File: config.mk
export PLATFORM = sky130hd
export DESIGN_NAME = mem_scheduler
export DESIGN_NICKNAME = d
export VERILOG_FILES = /design/src/rtl/mem_scheduler.sv
export SDC_FILE = /design/constraint.sdc
export NUM_CORES = 1
export LEC_CHECK = 0
export BUFFER_PORTS_ARGS = -buffer_cell sky130_fd_sc_hd__buf_2
export CAP_MARGIN = 0
export CORE_MARGIN = 5
export CORE_UTILIZATION = 30
export CTS_BUF_LIST = sky130_fd_sc_hd__clkbuf_16
export DETAILED_ROUTE_END_ITERATION = 16
export HOLD_SLACK_MARGIN = 0.08
export PLACE_DENSITY = 0.62
export SETUP_SLACK_MARGIN = 0.15
export SYNTH_ARGS = -nofsm -noshare
export SYNTH_HDL_FRONTEND = slang
export SYNTH_SLANG_ARGS = --single-unit
File: constraint.sdc
create_clock -name clk -period 5.35 [get_ports clk]
set_input_delay 1.07 -clock clk [delete_from_list [all_inputs] [get_ports clk]]
set_output_delay 1.07 -clock clk [all_outputs]
set_load 0.01 [all_outputs]
File: src/rtl/mem_scheduler.sv
// mem_scheduler: round-robin arbiter that shares one single-port synchronous
// memory (fixed read latency) between NUM_REQ requesters.
//
// Ports:
//   clk, reset          single clock, synchronous active-high reset
//   req/we              per-requester request and write flag
//   addr/wdata          packed per-requester address / write data
//   ack                 one-cycle completion pulse to the owning requester
//   rdata               data of the last completed read (shared)
//   grant               one-hot current owner, 0 when idle
//   busy                high whenever the FSM is not IDLE
//   mem_en/mem_we/mem_addr/mem_wdata  memory strobes, non-zero only in ISSUE
//   mem_rdata           memory read data, valid READ_LATENCY cycles after strobe
module mem_scheduler #(
   parameter int NUM_REQ      = 4,
   parameter int ADDR_WIDTH   = 8,
   parameter int DATA_WIDTH   = 32,
   parameter int READ_LATENCY = 1
) (
   input  logic                          clk,
   input  logic                          reset,
   input  logic [NUM_REQ-1:0]            req,
   input  logic [NUM_REQ-1:0]            we,
   input  logic [NUM_REQ*ADDR_WIDTH-1:0] addr,
   input  logic [NUM_REQ*DATA_WIDTH-1:0] wdata,
   output logic [NUM_REQ-1:0]            ack,
   output logic [DATA_WIDTH-1:0]         rdata,
   output logic [NUM_REQ-1:0]            grant,
   output logic                          busy,
   output logic                          mem_en,
   output logic                          mem_we,
   output logic [ADDR_WIDTH-1:0]         mem_addr,
   output logic [DATA_WIDTH-1:0]         mem_wdata,
   input  logic [DATA_WIDTH-1:0]         mem_rdata
);

   localparam int IW = $clog2(NUM_REQ);
   localparam int CW = $clog2(READ_LATENCY + 1);

   typedef enum logic [1:0] {IDLE, ISSUE, WAIT, ACK} state_t;

   state_t                              state;
   logic [IW-1:0]                       ptr;     // last granted, doubles as owner index
   logic [CW-1:0]                       cnt;
   logic [IW-1:0]                       winner;
   logic                                found;
   logic [IW:0]                         sum;
   logic [NUM_REQ-1:0][ADDR_WIDTH-1:0]  addr_a;
   logic [NUM_REQ-1:0][DATA_WIDTH-1:0]  wdata_a;

   assign addr_a  = addr;
   assign wdata_a = wdata;
   assign busy    = (state != IDLE);

   // Search starts one past the last winner and wraps; the extra sum bit
   // keeps ptr+k from overflowing before the modulo fold.
   always_comb begin
      winner = '0;
      found  = 1'b0;
      sum    = '0;
      for (int k = 1; k <= NUM_REQ; k++) begin
         sum = {1'b0, ptr} + (IW+1)'(k);
         if (sum >= (IW+1)'(NUM_REQ))
            sum = sum - (IW+1)'(NUM_REQ);
         if (!found && req[sum[IW-1:0]]) begin
            winner = sum[IW-1:0];
            found  = 1'b1;
         end
      end
   end

   always_ff @(posedge clk) begin
      if (reset) begin
         state     <= IDLE;
         ptr       <= IW'(NUM_REQ - 1);
         cnt       <= '0;
         ack       <= '0;
         grant     <= '0;
         rdata     <= '0;
         mem_en    <= 1'b0;
         mem_we    <= 1'b0;
         mem_addr  <= '0;
         mem_wdata <= '0;
      end else begin
         case (state)
            IDLE: begin
               // Memory strobes are registered here so they appear in ISSUE.
               if (found) begin
                  state     <= ISSUE;
                  ptr       <= winner;
                  grant     <= NUM_REQ'(1) << winner;
                  mem_en    <= 1'b1;
                  mem_we    <= we[winner];
                  mem_addr  <= addr_a[winner];
                  mem_wdata <= wdata_a[winner];
               end
            end
            ISSUE: begin
               mem_en    <= 1'b0;
               mem_we    <= 1'b0;
               mem_addr  <= '0;
               mem_wdata <= '0;
               if (mem_we) begin
                  state <= ACK;
                  ack   <= grant;
               end else begin
                  state <= WAIT;
                  cnt   <= CW'(READ_LATENCY);
               end
            end
            WAIT: begin
               cnt <= cnt - CW'(1);
               // cnt==1 marks the cycle READ_LATENCY after the strobe.
               if (cnt == CW'(1)) begin
                  rdata <= mem_rdata;
                  state <= ACK;
                  ack   <= grant;
               end
            end
            ACK: begin
               ack   <= '0;
               grant <= '0;
               state <= IDLE;
            end
            default: state <= IDLE;
         endcase
      end
   end

endmodule

==> reports/metrics.csv <==
metric,value,unit
status,"finished, final reports clean",
synth_top_family_by_area,compound AO/OA/AOI/OAI gates,
htreeDepth,3,
hold_depth,2,
post_drt_via_cell_ratio,5.28,
p_sw,1.17,mW
rr_worst_depth,7,
port-buffer-count,284,
cp_max_fo,33,
wire_per_inst,17.5,um
drc_errors,0,
antenna_found_initial,2,
ctsHoldBuffers,0,
p_int,1.64,mW
synth_warnings,0,
final_layout_size_suffix_gt1_frac,0.398,
multiInputGateArea,0.00239,mm^2
r2r_slack,2.65,ns
r2r-end,mem_addr[7]$_SDFFE_PP0P_,
synthMuxAreaShare,0.00452,
die_area,0.0173,mm^2
postSynthAreaPerCell,8.37,um^2
synth_edf_count,0,
rsz0062_at_grt,no,
cts_resized,0,
hpwl,12300,um
synth_compound_area_frac,0.418,
clock_path_buffers,2,
cp_top_family,compound AO/OA/AOI/OAI gates,
fin_setup_tns,0,ns
ys_ff_latch,87,
num_io_pins,285,
core_region_area,0.0145,mm^2
maxCapViolCount,0,
clock_sinks,87,
area_delta_synth_final,39.1,%
critPathRequiredTime,5.59,ns
period_share,0.565,
rows,44,
arrival,3.26,ns
crit_path_end_kind,flip-flop,
grt_pass1_wl,26200,um
crit_type,input pin to flip-flop,
relSlewSlack,0.281,
crit_path_start_kind,input pin,
die_x,131,um
cts_tree,yes,
netlist_area,0.00443,mm^2
yosysSeqAreaShare,0.394,
vdd_drop_max,0.000227,V
synth_fa_ha_area_frac,0.0141,
yosys.area_share.xor_xnor,0,
skew,0.00790,ns
final_nets,983,
clk_pin_slew,0.06,ns
hold_viol_final,0,
final.min_clock_period,3.02,ns
first_pass_iters,5,
cts_root_buf,clkbuf_16,
drt-initial-drc-count,237,
synth-main-ff-cell,dfxtp_1,
worstPathCellList,buf_2 -> or3_4 -> o22ai_4 -> buf_4 -> a22oi_1 -> a311oi_1,
hp-start,rdata[12]$_SDFFE_PP0P_,
ys_types,42,
cp_slowest_cell,o22ai_4,
postLayoutCoreUtil,0.425,
final-seq-area,0.00174,mm^2
nFillCells,1516,
clk_latency,0.34,ns
ys_async_sr_fraction,0,
dieHeight,131,um
totalWireLength,16900,um
place_congestion,0.804,
setup_viol,0,
sw_frac_of_total,0.415,
start_util,0.306,
p_per_area,456,mW/mm^2
fmax,0.331,GHz
antenna_left,0,
r2r-start,state[0]$_SDFFE_PP0P_,
clkPwrFrac,0.218,
syn-num-nets,736,
synth_simple_gate_area_frac,0.100,
max_stage_delay,0.65,ns
finalMaxSlewViolations,0,
critPathBufInv,2,
cts_setup_buffers,0,
comb_power_share,0.451,
num_vias,5096,
pwr-share-seq,0.332,
synthCells,529,
overflow,0,
worst_pin_slew,1.08,ns
grt_max_degree,46,
grt.total_usage,0.185,
holdPathEnd,rdata[12]$_SDFFE_PP0P_,
numCtsBuffers,9,
hp-class,flip-flop to flip-flop,
grt_pass1_vias,4980,
p_leak,2.70,nW
-- cells in the final DEF (no fill, tap or decap), types with 9 or more instances in the layout --
cell type    n
a22oi_1     85
a21oi_1     82
buf_2      284
nand2_1     68
clkbuf_16    9
dfxtp_1     87
o21ai_0     35
a311oi_1    41
inv_1       10
o21ai_1     10
-- registers in the layout, indices dropped and copies added (netlist names) --
name,flops
ack,4
grant,4
mem_we,1
mem_en,1
ptr,2
cnt,1
mem_addr,8
rdata,32
mem_wdata,32
state,2
-- synth_stat cells, drive strengths merged (2+ instances only) --
master / instances / area share
dfxtp: 87 / 0.39
a22oi: 85 / 0.14
a21oi: 83 / 0.095
nand2: 68 / 0.058
o21ai: 45 / 0.051
a311oi: 41 / 0.081
clkbuf: 34 / 0.029
buf: 22 / 0.035
nor2: 9 / 0.0076
nand2b: 8 / 0.011
inv: 7 / 0.0059
ha: 5 / 0.014
nand3b: 5 / 0.0085
nor2b: 4 / 0.0057
o22ai: 3 / 0.0074
mux2i: 2 / 0.0045
nor3: 2 / 0.0023
o211a: 2 / 0.0045
-- power by group through the flow --
| stage | combinational, mW | clock [mW] | sequential, mW |
|---|---|---|---|
| global placement | 1.28 | 0 | 0.942 |
| floorplan | 0.844 | 0 | 0.981 |
| global route | 1.40 | 0.655 | 0.952 |
| finish | 1.27 | 0.611 | 0.931 |
| detailed placement | 1.28 | 0 | 0.940 |
| CTS | 1.29 | 0.631 | 0.929 |
-- layout make-up --
class | instances | share of cell area
multi-input combinational | 379 | 0.388
clock inverter | 7 | 0.00935
clock buffer | 9 | 0.0366
inverter | 7 | 0.00427
sequential | 87 | 0.283
tap | 184 | 0.0374
antenna | 1 | 0.000407
timing repair buffer | 292 | 0.241
-- stage by stage --
step                      area [um^2]  worst slack, ns  instances  power, mW  hold WS, ns
after floorplan                  4430             2.95        529       1.82        0.481
after global placement           5870             2.03        949       2.22        0.441
after detailed placement         5870             1.99        949       2.22        0.445
after CTS                        6150             2.35        965       2.84        0.453
after global routing             6150             2.16        966       3.01        0.472
final                            6150             2.33        966       2.81        0.451
-- metal layers --
layer	up-vias	wire length, um	track usage
met5	-	7	0
met4	2	232	0.0606
met3	17	1420	0.0604
met2	217	8170	0.315
met1	2341	7100	0.219
li1	2519	-	-
-- logic make-up (layout without fill, tap and decap cells) --
kind of cell | after synthesis | count (layout)
AOI/OAI and AO/OA | 272 | 272
and+or+nand+nor | 100 | 100
DFF | 87 | 87
buffers and inverters | 63 | 315
adders and majority gates | 5 | 5
muxes | 2 | 2
other | 0 | 1
-- worst max path at each step --
stage          startpoint                         end  slack, ns  depth (start not counted)
2_1_floorplan      req[2]         mem_we$_SDFFE_PP0P_       2.95                          7
3_3_place_gp       req[3]    mem_addr[7]$_SDFFE_PP0P_       2.03                          6
3_5_place_dp       req[3]    mem_addr[7]$_SDFFE_PP0P_       1.99                          6
4_1_cts            req[3]    mem_addr[7]$_SDFFE_PP0P_       2.35                          6
5_1_grt            req[3]  mem_wdata[25]$_SDFFE_PP0P_       2.16                          6
6_report           req[3]    mem_addr[7]$_SDFFE_PP0P_       2.33                          6
-- worst register-to-register path, cell delays in order, from the launching register on --
cell      delay (ns)
dfxtp_1         0.32
inv_1           0.14
ha_1            0.37
nand2b_1        0.16
o22ai_4         0.69
buf_4           0.49
a22oi_1         0.16
a311oi_1        0.29
Note: power is estimated with default switching activity, not from simulation.
